$ cat config.mk
export PLATFORM = sky130hd
export DESIGN_NAME = wallace_merge_seq_cpa
export DESIGN_NICKNAME = d
export VERILOG_FILES = /design/src/rtl/wallace_merge_seq_cpa.sv
export SDC_FILE = /design/constraint.sdc
export NUM_CORES = 1
export LEC_CHECK = 0
export BUFFER_PORTS_ARGS = -buffer_cell sky130_fd_sc_hd__clkbuf_2
export CAP_MARGIN = 5
export CORE_MARGIN = 5
export CORE_UTILIZATION = 35
export DETAILED_ROUTE_END_ITERATION = 12
export PLACE_DENSITY = 0.64
export SLEW_MARGIN = 40
export SYNTH_ARGS = -nofsm -noshare
export SYNTH_HDL_FRONTEND = slang
export SYNTH_SLANG_ARGS = --single-unit
$ cat constraint.sdc
create_clock -name clk -period 5.1 [get_ports clk]
set_input_delay 0.255 -clock clk [delete_from_list [all_inputs] [get_ports clk]]
set_output_delay 0.255 -clock clk [all_outputs]
set_load 0.01 [all_outputs]
$ cat src/rtl/wallace_merge_seq_cpa.sv
// Final Wallace-tree stage: one 3:2 CSA row, then a segmented multi-cycle CPA behind valid/ready.
// Optional macro WALLACE_MERGE_STICKY_EN adds out_sticky (OR of product bits [STICKY_W-1:0]).
module wallace_merge_seq_cpa #(
   parameter int WIDTH    = 48,
`ifdef WALLACE_MERGE_STICKY_EN
   parameter int STICKY_W = 23,
`endif
   parameter int SEG_W    = 12
) (
   input  logic             clk,
   input  logic             rst,
   input  logic             in_valid,
   output logic             in_ready,
   input  logic [WIDTH-1:0] in_sum,
   input  logic [WIDTH-1:0] in_carry,
   input  logic [WIDTH-1:0] in_m,
   output logic             out_valid,
   input  logic             out_ready,
   output logic [WIDTH-1:0] out_product,
   output logic             out_ovf,
`ifdef WALLACE_MERGE_STICKY_EN
   output logic             out_sticky,
`endif
   output logic             busy
);

   localparam int NUM_SEG   = WIDTH / SEG_W;
   localparam int SEG_IDX_W = (NUM_SEG > 1) ? $clog2(NUM_SEG) : 1;
   localparam logic [SEG_IDX_W-1:0] LAST_SEG = SEG_IDX_W'(NUM_SEG - 1);

   if (WIDTH % SEG_W != 0) begin : g_bad_seg_w
      $error("wallace_merge_seq_cpa: SEG_W (%0d) must divide WIDTH (%0d)", SEG_W, WIDTH);
   end

   typedef enum logic [1:0] {IDLE, ADD, DONE} state_t;

   state_t               r_state, w_next_state;
   logic [WIDTH-1:0]     r_s, r_c, r_product;
   logic                 r_cmsb, r_cin, r_ovf, r_out_valid;
   logic [SEG_IDX_W-1:0] r_seg;

   logic                 w_accept, w_last;
   logic [WIDTH-1:0]     w_maj, w_result;
   logic [SEG_W-1:0]     w_seg_s, w_seg_c;
   logic [SEG_W:0]       w_seg_add;
   logic                 w_cout;

   assign in_ready    = (r_state == IDLE) | ((r_state == DONE) & out_ready);
   assign w_accept    = in_valid & in_ready;
   assign w_last      = (r_state == ADD) && (r_seg == LAST_SEG);
   assign busy        = (r_state != IDLE);
   assign out_valid   = r_out_valid;
   assign out_product = r_product;
   assign out_ovf     = r_ovf;

   assign w_maj = (in_sum & in_carry) | (in_sum & in_m) | (in_carry & in_m);

   // One segment per cycle; the segment's R overwrites its S bits so r_s ends up holding the product.
   assign w_seg_s   = r_s[int'(r_seg)*SEG_W +: SEG_W];
   assign w_seg_c   = r_c[int'(r_seg)*SEG_W +: SEG_W];
   assign w_seg_add = {1'b0, w_seg_s} + {1'b0, w_seg_c} + {{SEG_W{1'b0}}, r_cin};
   assign w_cout    = w_seg_add[SEG_W];

   always_comb begin
      // NOTE: default first so no path leaves a combinational output unassigned (no latch).
      w_result = r_s;
      w_result[int'(r_seg)*SEG_W +: SEG_W] = w_seg_add[SEG_W-1:0];
   end

   always_comb begin
      w_next_state = r_state;
      unique case (r_state)
         IDLE: if (w_accept) w_next_state = ADD;
         ADD:  if (w_last)   w_next_state = DONE;
         DONE: if (out_ready) w_next_state = w_accept ? ADD : IDLE;
         default:            w_next_state = IDLE;
      endcase
   end

`ifdef WALLACE_MERGE_STICKY_EN
   logic r_sticky_acc, r_sticky, w_seg_sticky;

   // Only bits whose global index falls below STICKY_W contribute from the current segment.
   always_comb begin
      w_seg_sticky = 1'b0;
      for (int j = 0; j < SEG_W; j++) begin
         if (int'(r_seg) * SEG_W + j < STICKY_W) w_seg_sticky = w_seg_sticky | w_seg_add[j];
      end
   end

   always_ff @(posedge clk) begin
      if (rst) begin
         r_sticky_acc <= 1'b0;
         r_sticky     <= 1'b0;
      end else if (w_accept) begin
         r_sticky_acc <= 1'b0;
      end else if (r_state == ADD) begin
         r_sticky_acc <= r_sticky_acc | w_seg_sticky;
         if (w_last) r_sticky <= r_sticky_acc | w_seg_sticky;
      end
   end

   assign out_sticky = r_sticky;
`endif

   always_ff @(posedge clk) begin
      // NOTE: non-blocking assignments so every flop samples pre-edge values.
      if (rst) begin
         r_state     <= IDLE;
         r_s         <= '0;
         r_c         <= '0;
         r_cmsb      <= 1'b0;
         r_cin       <= 1'b0;
         r_seg       <= '0;
         r_product   <= '0;
         r_ovf       <= 1'b0;
         r_out_valid <= 1'b0;
      end else begin
         r_state <= w_next_state;
         if (w_accept) begin
            r_s    <= in_sum ^ in_carry ^ in_m;
            r_c    <= {w_maj[WIDTH-2:0], 1'b0};
            r_cmsb <= w_maj[WIDTH-1];
            r_cin  <= 1'b0;
            r_seg  <= '0;
         end else if (r_state == ADD) begin
            r_s   <= w_result;
            r_cin <= w_cout;
            r_seg <= r_seg + 1'b1;
            if (w_last) begin
               r_product <= w_result;
               r_ovf     <= r_cmsb | w_cout;
            end
         end
         if (w_last)
            r_out_valid <= 1'b1;
         else if ((r_state == DONE) && out_ready)
            r_out_valid <= 1'b0;
      end
   end

endmodule

==> key figures <==
Status
  – Run status: finished clean

STA
  – PnR worst setup slack: 1270 ps
  – Endpoints failing setup: 0
  – Tcrit/Tclk final: 0.751
  – RSZ-0062 raised after global routing: no
  – Max Freq: 0.261 GHz
  – Fin Clk Skew: 10.4 ps
  – Slew Viols, Final: 0
  – Tmin final: 3830 ps
  – Slew @ Worst Pin: between 800 and 900 ps
  – TNS Setup: 0 ps
  – Worst slew margin: 0.421
  – Final hold viol count: 0

Setup path
  – Arr. time, crit path: 4180 ps
  – Reg2Reg Depth: 9
  – Setup Crit Path Kind: reg2reg
  – R2R Path End: out_product[29]
  – CP endpoint: out_product[29]
  – CP startpoint kind: flop
  – Critical Path RT: 5450 ps
  – Reg2reg start: r_seg[1]
  – CP startpoint: r_seg[1]
  – Reg2reg setup slack: 1270 ps
  – Crit Path Max Fanout: 22
  – CP endpoint kind: flop

Routing
  – DRC Markers: 0
  – WL per Instance: 23.1 um
  – 1st-pass router iterations: 5
  – Vias: 8519
  – DRT Wirelength: 33.8 mm
  – Vias per cell: 5.83
  – DRT iter0 DRCs: 1058
  – Antenna-violating nets left: 0

Die
  – FP Rows: 57
  – Die Y: 168 um
  – Total core area: 0.0244 mm^2
  – # IOs: 200
  – Chip width: 168 um
  – Initial Utilization: 0.356
  – Die area: between 0.02 and 0.03 mm^2

Pwr
  – Max VDD drop: 0.180 mV
  – P_leak: around 4.3 nW
  – Power density over cell area: 330 mW/mm^2
  – Total design power: ~3.5 mW

Cells and area
  – Util after Layout: 0.435
  – Most frequent cells in the layout: clkbuf_2, nand2_1, dfxtp_1
  – Area Overhead vs Synth: 22.2%
  – Share of layout cells above drive strength 1: 0.260
  – Antenna diodes: 0
  – Commonest non-fill, non-tap cell in the layout: clkbuf_2
  – Area of the multi-input gates: ~0.0054 mm^2
  – Design Area, Final: approximately 0.011 mm^2
  – FF+latch area: 0.00302 mm^2
  – Layout fillers: 2434
  – Final layout net count: 1341

Logic synthesis
  – Synthesized instance count: 966
  – Post-synth EDFFs: 0
  – Most used DFF post-synth: dfxtp_1
  – Distinct cells, synth: 71
  – Synthesized flop and latch total: 151
  – Sequential area share after synthesis: 0.348
  – Fraction of registers with async set/reset: 0
  – Avg Cell Area, Syn: 9.00 um^2
  – Mapped Area: 0.00869 mm^2
  – Synthesized Nets: between 1000 and 1500
  – Yosys warnings: 0

Global route
  – Vias in the first global route: 8596
  – Overflow after GRT: 0
  – Gr usage total: 0.238
  – Largest net degree at the start of global routing: 63
  – Initial antenna violation count: 0
  – First-pass GRT wire length: around 52 mm

Placement
  – DP HPWL: 25.6 mm
  – Routability cong.: around 0.9
  – Worst slack, placed: between 1000 and 1500 ps
  – PortBufs: between 150 and 200
  – Dpl cell area: about 0.01 mm^2

Clocking
  – CTS max path bufs: 2
  – Root buf cell: clkbuf_16
  – TritonCTS clock tree: built
  – Worst skew pair latency: 440 ps
  – # H-tree levels: 4
  – TritonCTS Buffers: 17
  – Reg clk slew, reported paths: 70 ps
  – # clock sinks: 151
  – Post-CTS Setup Bufs: 0
  – Hold-fix buffers, CTS: 0
  – Cts repair resizes: 0

Hold path
  – Hold Crit Start: out_ready
  – Worst hold path type: in2reg

Job
  – Max cap viols: 0
-- state kept, by name (all words and copies together) (netlist names) --
| register | count |
|---|---|
| r_c | 47 |
| out_valid | 1 |
| r_state | 2 |
| r_s | 48 |
| r_seg | 2 |
| out_product | 48 |
| r_cmsb | 1 |
| r_cin | 1 |
| out_ovf | 1 |
-- per-layer routing --
metal  vias to the layer above  global-route usage  part of all wire
li1                       3863                   -                 -
met1                      4080               0.350              0.45
met5                         -                   0                 0
met2                       516               0.350              0.43
met4                         0              0.0660             0.023
met3                        60              0.0537              0.10
-- cells by family (layout without fill, tap and decap cells) --
family | count (synthesis) | count (layout) | share of synthesized area
flops | 151 | 151 | 0.348
mux | 25 | 25 | 0.0619
compound gates | 326 | 326 | 0.250
buf+inv | 85 | 257 | 0.0402
simple gates | 307 | 307 | 0.156
xor+xnor | 5 | 5 | 0.00504
fa+ha+maj | 67 | 67 | 0.140
-- power breakdown --
group / switching, mW / total, mW / internal [mW] / leakage (nW)
clock network: 0.528 / 1.40 / 0.872 / 0.312
logic: 0.500 / 0.796 / 0.297 / 2.73
registers: 0.0611 / 1.30 / 1.24 / 1.23
-- critical path, stage by stage (launching register included) --
cell      delay [ps]
dfxtp_1          490
buf_4            410
mux4_2           390
ha_1             420
a21o_1           260
a21oi_2          250
a21boi_0         260
o31ai_1          690
mux2i_1          310
o31ai_1          250
-- worst min path at each step --
stage | cells past startpoint | slack [ps] | endpoint
after CTS | 3 | 100 | r_state[0]
final | 3 | 110 | r_state[0]
after floorplan | 2 | 390 | r_state[0]
after global routing | 3 | 120 | r_state[0]
after global placement | 2 | 440 | r_c[22]
after detailed placement | 2 | 450 | r_c[22]
-- final cells by class --
| type | count | area share |
|---|---|---|
| repair buffers | 213 | 0.106 |
| inverters | 13 | 0.00459 |
| clock buffers | 21 | 0.0452 |
| flip-flops and latches | 151 | 0.285 |
| multi-input cells | 730 | 0.506 |
| well taps | 324 | 0.0382 |
| clock inverters | 10 | 0.0157 |
-- per-stage QoR --
| step | std cells | hold slack [ps] |
|---|---|---|
| finish | 1462 | 112 |
| global route | 1462 | 117 |
| CTS | 1462 | 96.9 |
| detailed placement | 1431 | 447 |
| global placement | 1430 | 440 |
| floorplan | 966 | 395 |
-- cells in the mapped netlist, types with 11 or more instances --
cell type / number / area share
a21o_1: 13 / 0.011
inv_1: 11 / 0.0048
nand3_1: 18 / 0.010
ha_1: 17 / 0.024
fa_1: 50 / 0.12
a22oi_1: 34 / 0.029
a31oi_1: 11 / 0.0079
buf_2: 15 / 0.0086
o22ai_1: 18 / 0.013
clkbuf_1: 45 / 0.019
nor3_1: 15 / 0.0086
mux4_2: 23 / 0.060
nand2_1: 154 / 0.067
a221oi_1: 20 / 0.020
dfxtp_1: 151 / 0.35
o21ai_0: 40 / 0.023
nor2_1: 72 / 0.031
a21oi_1: 117 / 0.067
(Power assumes the default switching activity.)
